File: config.mk
export PLATFORM = sky130hd
export DESIGN_NAME = mrd_dft_rdx3_hs
export DESIGN_NICKNAME = d
export VERILOG_FILES = /design/src/rtl/mrd_dft_rdx3_hs.sv
export SDC_FILE = /design/constraint.sdc
export NUM_CORES = 2
export LEC_CHECK = 0
export ABC_AREA = 1
export BUFFER_PORTS_ARGS = -buffer_cell sky130_fd_sc_hd__buf_2
export CORE_ASPECT_RATIO = 0.6
export CORE_MARGIN = 3
export CORE_UTILIZATION = 45
export CTS_BUF_LIST = sky130_fd_sc_hd__clkbuf_8
export CTS_CLUSTER_DIAMETER = 30
export DETAILED_ROUTE_END_ITERATION = 16
export PLACE_DENSITY = 0.68
export SYNTH_ARGS = -nofsm -noshare
export SYNTH_HDL_FRONTEND = slang
export SYNTH_SLANG_ARGS = --single-unit
File: constraint.sdc
create_clock -name clk -period 12.85 [get_ports clk]
set_input_delay 2.57 -clock clk [delete_from_list [all_inputs] [get_ports clk]]
set_output_delay 2.57 -clock clk [all_outputs]
set_load 0.05 [all_outputs]
File: src/rtl/mrd_dft_rdx3_hs.sv
// mrd_dft_rdx3_hs: flow-controlled radix-3 DFT butterfly, three registered stages.
// Define MRD_DFT_RDX3_SAT_EN to clamp outputs and drive out_ovf; otherwise outputs wrap.
module mrd_dft_rdx3_hs #(
  parameter int wDataIn  = 30,
  parameter int wDataOut = 30,
  parameter int wCoef    = 18,
  parameter int COEF     = 14189,
  parameter int COEF_Q   = 14
) (
  input  logic                       clk,
  input  logic                       rst,
  input  logic                       in_val,
  output logic                       in_ready,
  input  logic                       in_inv,
  input  logic signed [wDataIn-1:0]  din_real [0:4],
  input  logic signed [wDataIn-1:0]  din_imag [0:4],
  output logic                       out_val,
  input  logic                       out_ready,
  output logic signed [wDataOut-1:0] dout_real [0:4],
  output logic signed [wDataOut-1:0] dout_imag [0:4],
  output logic                       out_ovf
);
  localparam int WS = wDataIn + 1;
  localparam int WI = wDataIn + 2;
  localparam int WP = wDataIn + 1 + wCoef;
  localparam logic signed [WP-1:0] COEF_P = WP'(COEF);
  localparam logic signed [WP-1:0] RND    = WP'(1) <<< (COEF_Q - 1);

  // Handshake: a transfer happens on a rising edge where valid && ready are both
  // high. Each stage loads when it is empty or its own content leaves that cycle,
  // so bubbles collapse and in_ready ripples back combinationally from out_ready.
  logic v1, v2, v3, en1, en2, en3;
  assign en3      = !v3 || out_ready;
  assign en2      = !v2 || en3;
  assign en1      = !v1 || en2;
  assign in_ready = en1;
  assign out_val  = v3;

  logic unused_lanes;
  assign unused_lanes = ^{din_real[3], din_real[4], din_imag[3], din_imag[4]};

  // Stage 1: a = x0, s = x1 + x2, d = x2 - x1
  logic                      inv1;
  logic signed [wDataIn-1:0] a1_r, a1_i;
  logic signed [WS-1:0]      s1_r, s1_i, d1_r, d1_i;

  always_ff @(posedge clk) begin
    if (rst) begin
      v1   <= 1'b0;
      inv1 <= 1'b0;
      a1_r <= '0;
      a1_i <= '0;
      s1_r <= '0;
      s1_i <= '0;
      d1_r <= '0;
      d1_i <= '0;
    end else if (en1) begin
      v1 <= in_val;
      if (in_val) begin
        inv1 <= in_inv;
        a1_r <= din_real[0];
        a1_i <= din_imag[0];
        s1_r <= WS'(din_real[1]) + WS'(din_real[2]);
        s1_i <= WS'(din_imag[1]) + WS'(din_imag[2]);
        d1_r <= WS'(din_real[2]) - WS'(din_real[1]);
        d1_i <= WS'(din_imag[2]) - WS'(din_imag[1]);
      end
    end
  end

  // Stage 2: X0, midpoint m, and p = j*COEF*d
  logic                 inv2;
  logic signed [WI-1:0] x0_2_r, x0_2_i, m2_r, m2_i;
  logic signed [WP-1:0] p2_r, p2_i;

  always_ff @(posedge clk) begin
    if (rst) begin
      v2     <= 1'b0;
      inv2   <= 1'b0;
      x0_2_r <= '0;
      x0_2_i <= '0;
      m2_r   <= '0;
      m2_i   <= '0;
      p2_r   <= '0;
      p2_i   <= '0;
    end else if (en2) begin
      v2 <= v1;
      if (v1) begin
        inv2   <= inv1;
        x0_2_r <= WI'(a1_r) + WI'(s1_r);
        x0_2_i <= WI'(a1_i) + WI'(s1_i);
        m2_r   <= WI'(a1_r) - WI'(s1_r >>> 1);
        m2_i   <= WI'(a1_i) - WI'(s1_i >>> 1);
        p2_r   <= -(COEF_P * WP'(d1_i));
        p2_i   <= COEF_P * WP'(d1_r);
      end
    end
  end

  // Stage 3: round the twiddle product, combine, reduce to the output width
  logic signed [WP-1:0]       tw_r, tw_i;
  logic signed [WI-1:0]       t_r, t_i;
  logic signed [WI-1:0]       yc_r [0:2];
  logic signed [WI-1:0]       yc_i [0:2];
  logic signed [wDataOut-1:0] yo_r [0:2];
  logic signed [wDataOut-1:0] yo_i [0:2];

`ifdef MRD_DFT_RDX3_SAT_EN
  localparam int WX = ((wDataOut > WI) ? wDataOut : WI) + 1;
  localparam logic signed [WX-1:0] O_MAX = {{(WX-wDataOut+1){1'b0}}, {(wDataOut-1){1'b1}}};
  localparam logic signed [WX-1:0] O_MIN = {{(WX-wDataOut+1){1'b1}}, {(wDataOut-1){1'b0}}};
  logic [5:0] clip;
  logic       ovf3;

  // Returns {clipped, value}.
  function automatic logic [wDataOut:0] fit(input logic signed [WI-1:0] v);
    logic signed [WX-1:0] vx;
    vx = WX'(v);
    if (vx > O_MAX)      fit = {1'b1, O_MAX[wDataOut-1:0]};
    else if (vx < O_MIN) fit = {1'b1, O_MIN[wDataOut-1:0]};
    else                 fit = {1'b0, vx[wDataOut-1:0]};
  endfunction
`endif

  always_comb begin
    tw_r    = (p2_r + RND) >>> COEF_Q;
    tw_i    = (p2_i + RND) >>> COEF_Q;
    t_r     = WI'(tw_r);
    t_i     = WI'(tw_i);
    yc_r[0] = x0_2_r;
    yc_i[0] = x0_2_i;
    if (inv2) begin
      yc_r[1] = m2_r - t_r;
      yc_i[1] = m2_i - t_i;
      yc_r[2] = m2_r + t_r;
      yc_i[2] = m2_i + t_i;
    end else begin
      yc_r[1] = m2_r + t_r;
      yc_i[1] = m2_i + t_i;
      yc_r[2] = m2_r - t_r;
      yc_i[2] = m2_i - t_i;
    end
`ifdef MRD_DFT_RDX3_SAT_EN
    clip = '0;
    for (int k = 0; k < 3; k++) begin
      {clip[2*k], yo_r[k]}   = fit(yc_r[k]);
      {clip[2*k+1], yo_i[k]} = fit(yc_i[k]);
    end
`else
    for (int k = 0; k < 3; k++) begin
      yo_r[k] = wDataOut'(yc_r[k]);
      yo_i[k] = wDataOut'(yc_i[k]);
    end
`endif
  end

  logic signed [wDataOut-1:0] y3_r [0:2];
  logic signed [wDataOut-1:0] y3_i [0:2];

  always_ff @(posedge clk) begin
    if (rst) begin
      v3 <= 1'b0;
      for (int k = 0; k < 3; k++) begin
        y3_r[k] <= '0;
        y3_i[k] <= '0;
      end
`ifdef MRD_DFT_RDX3_SAT_EN
      ovf3 <= 1'b0;
`endif
    end else if (en3) begin
      v3 <= v2;
      if (v2) begin
        for (int k = 0; k < 3; k++) begin
          y3_r[k] <= yo_r[k];
          y3_i[k] <= yo_i[k];
        end
`ifdef MRD_DFT_RDX3_SAT_EN
        ovf3 <= |clip;
`endif
      end
    end
  end

  always_comb begin
    for (int k = 0; k < 5; k++) begin
      dout_real[k] = '0;
      dout_imag[k] = '0;
    end
    for (int k = 0; k < 3; k++) begin
      dout_real[k] = y3_r[k];
      dout_imag[k] = y3_i[k];
    end
  end

`ifdef MRD_DFT_RDX3_SAT_EN
  assign out_ovf = ovf3;
`else
  assign out_ovf = 1'b0;
`endif

endmodule

==> results.json <==
{
  "critPathBufInv": 6,
  "rows": 109,
  "final_design_area_no_fill_sq_mm": 0.0737,
  "outcome": "completed",
  "slowest_stage": "dfxtp_1",
  "htreeDepth": 3,
  "rsz0062_at_grt": "no",
  "antenna_found_initial": 10,
  "vias_per_cell": 5.48,
  "synth_fa_ha_area_frac": 0.274,
  "synthMuxAreaShare": 0,
  "nNetsFinal": 11668,
  "dpl.hpwl_mm": 241,
  "ant_nets": 0,
  "fin_crit_ps": 6550,
  "clk_pin_slew_ps": 60,
  "synth_cell_types": 48,
  "grtUsageTotal": 0.360,
  "core_area_sq_mm": 0.148,
  "rr_endpoint": "p2_i[39]",
  "die_h_um": 306,
  "worstSetupEndpointType": "flip-flop",
  "gp_congestion": 1.09,
  "setup_tns_ps": 0,
  "drt_wl_total_mm": 283,
  "numCtsBuffers": 119,
  "grt_max_degree": 151,
  "post-cts-setup-buffers": 0,
  "ys_ff_latch": 547,
  "finalNonFillerCells": 12288,
  "drv_cap": 0,
  "syn-instance-count": 9885,
  "fin_util": 0.498,
  "dr.pass1.iters": 6,
  "cts_tree": "yes",
  "cp_cell_sequence": "ha_1 -> inv_1 -> fa_1 -> inv_1 -> fa_1 -> inv_1 -> fa_1 -> inv_1 -> fa_1 -> inv_1 -> fa_1 -> inv_1 -> ha_1 -> nand4_1 -> nor4_1 -> nand2_1 -> nand3_1 -> nand2_1 -> nor2_1 -> nor2_1",
  "ios": 608,
  "cp_slowest_stage_delay_ps": 850,
  "synth_xor_area_frac": 0.0321,
  "synth_top_area_frac": 0.142,
  "synthSimpleGateAreaFrac": 0.248,
  "cts.sinks": 547,
  "setup_viol": 0,
  "synthToLayoutAreaGrowth_pct": 9.31,
  "grt_pass1_wl_mm": 416,
  "port-buffer-count": 366,
  "drc_errors": 0,
  "final_cell_mix": "inv_1 (1982), nand2_1 (1826), nor2_1 (1283), a21oi_1 (738), ha_1 (708)",
  "crit_path_start": "d1_r[30]",
  "grt_pass1_vias": 63634,
  "worstPathMaxFanout": 15,
  "hold_viol": 0,
  "crit_path_end": "p2_i[39]",
  "post-place-cells": 12053,
  "grt_overflow": 0,
  "dieWidth_um": 506,
  "async_reset_ff_frac": 0,
  "rrSetupSlack_ps": 6300,
  "wire_per_inst_um": 23.1,
  "final_common_cell": "inv_1",
  "arrival_ps": 7300,
  "yosys_warnings": 0,
  "die-area_sq_mm": 0.155,
  "place_area_sq_mm": 0.0707,
  "synth_top_family_by_area": "adder cells",
  "synth.avg_cell_area_sq_um": 6.82,
  "synth_compound_area_frac": 0.121,
  "path_class": "flip-flop to flip-flop",
  "syn-cell-area_sq_mm": 0.0674,
  "reg2reg_from": "d1_r[30]",
  "clock-root-buffer": "clkbuf_8",
  "worstMarginPinSlew_ps": 1280,
  "clock_path_buffers": 3,
  "ys_seq_area_frac": 0.189,
  "relSlewSlack": 0.135,
  "nFillCells": 15152,
  "clk_latency_ps": 900,
  "fmax_mhz": 153,
  "critPathLaunchType": "flip-flop",
  "synth_top_area_cell": "fa_1",
  "synth-main-ff-cell": "dfxtp_1",
  "synth_enable_flop_cells": 178,
  "drive_gt1_frac": 0.0619,
  "cp.required_ps": 13600,
  "drtIter0Drc": 7499,
  "hold_path.class": "flip-flop to flip-flop",
  "fin_crit_sh": 0.509,
  "post_cts_resize_count": 0,
  "reg2reg_depth": 20,
  "start_util": 0.456,
  "path_delay_family": "adder cells",
  "synthTopCellsByArea": "fa_1 (14%), ha_1 (13%), dfxtp_1 (11%)",
  "path_depth": 20,
  "crit_top_cell": "inv_1",
  "drv_slew": 0,
  "hold_buffers": 0,
  "skew_ps": 70.6,
  "vias": 67314
}
[worst register-to-register path: stages, from the launching register on]
cell and delay, ps:
dfxtp_1 850, ha_1 320, inv_1 80, fa_1 500, inv_1 50, fa_1 530
inv_1 50, fa_1 490, inv_1 50, fa_1 470, inv_1 50, fa_1 470
inv_1 40, ha_1 620, nand4_1 460, nor4_1 660, nand2_1 240, nand3_1 120
nand2_1 60, nor2_1 280, nor2_1 70
[stage by stage]
step	hold WS, ps	setup WS (ps)
floorplan	430	5270
global placement	444	6580
detailed placement	455	6600
CTS	463	6680
global route	495	6180
finish	464	6300
[layout make-up]
class,count,area (sq um),share of cell area
repair buffers,401,2130,0.0289
inverters,1969,7400,0.100
well taps,1998,2500,0.0339
flip-flops and latches,547,12700,0.173
multi-input cells,7138,45900,0.623
diodes,9,22.5,0.000306
clock buffers,133,1830,0.0248
clock inverters,93,1130,0.0154
[cells in the mapped netlist, drive strengths merged (3+ instances only)]
cell	n
inv	1968
nand2	1829
nor2	1285
a21oi	738
ha	708
o21ai	632
nand3	597
fa	479
dfxtp	369
xor2	208
buf	204
edfxtp	178
clkbuf	147
nor3	137
nand4	125
o21bai	54
xnor2	39
o21a	29
a21o	28
nand3b	28
o211ai	27
nor4	18
or2	15
a21boi	12
a31oi	8
and3	6
o211a	4
o221ai	4
and2	3
[routing by layer]
metal	global-route usage	part of all wire	vias up	wire length (um)
li1	-	-	31577	-
met1	0.557	0.48	32296	136000
met2	0.468	0.37	3176	104000
met3	0.128	0.13	261	37100
met4	0.0713	0.021	4	5890
met5	0	0.000095	-	27
[worst min-delay path by stage]
stage	start	cells past startpoint	endpoint	slack [ps]
finish	x0_2_i[0]	2	x0_2_i[0]	460
floorplan	x0_2_i[0]	2	x0_2_i[0]	430
detailed placement	x0_2_i[0]	2	x0_2_i[0]	450
global placement	x0_2_r[2]	2	x0_2_r[2]	440
CTS	x0_2_i[0]	2	x0_2_i[0]	460
global route	x0_2_i[2]	2	x0_2_i[2]	490
[cells by family after synthesis]
group / count (synthesis)
adders and majority gates: 1187
DFF: 547
buffers and inverters: 2320
and+or+nand+nor: 4044
other: 1
AOI/OAI and AO/OA: 1539
xor gates and xnor gates: 247
[flip-flops by register name (all words and copies together) (netlist names)]
signal / flops
m2_i: 30
d1_i: 30
a1_i: 30
v2: 1
out_val: 1
inv1: 1
y3_r: 89
x0_2_r: 30
p2_r: 31
x0_2_i: 30
s1_r: 31
y3_i: 89
v1: 1
d1_r: 30
m2_r: 30
inv2: 1
s1_i: 31
a1_r: 30
p2_i: 31
Power is not shown: default switching activity piles up to over one toggle a cycle in this logic, so the estimate is an artifact.
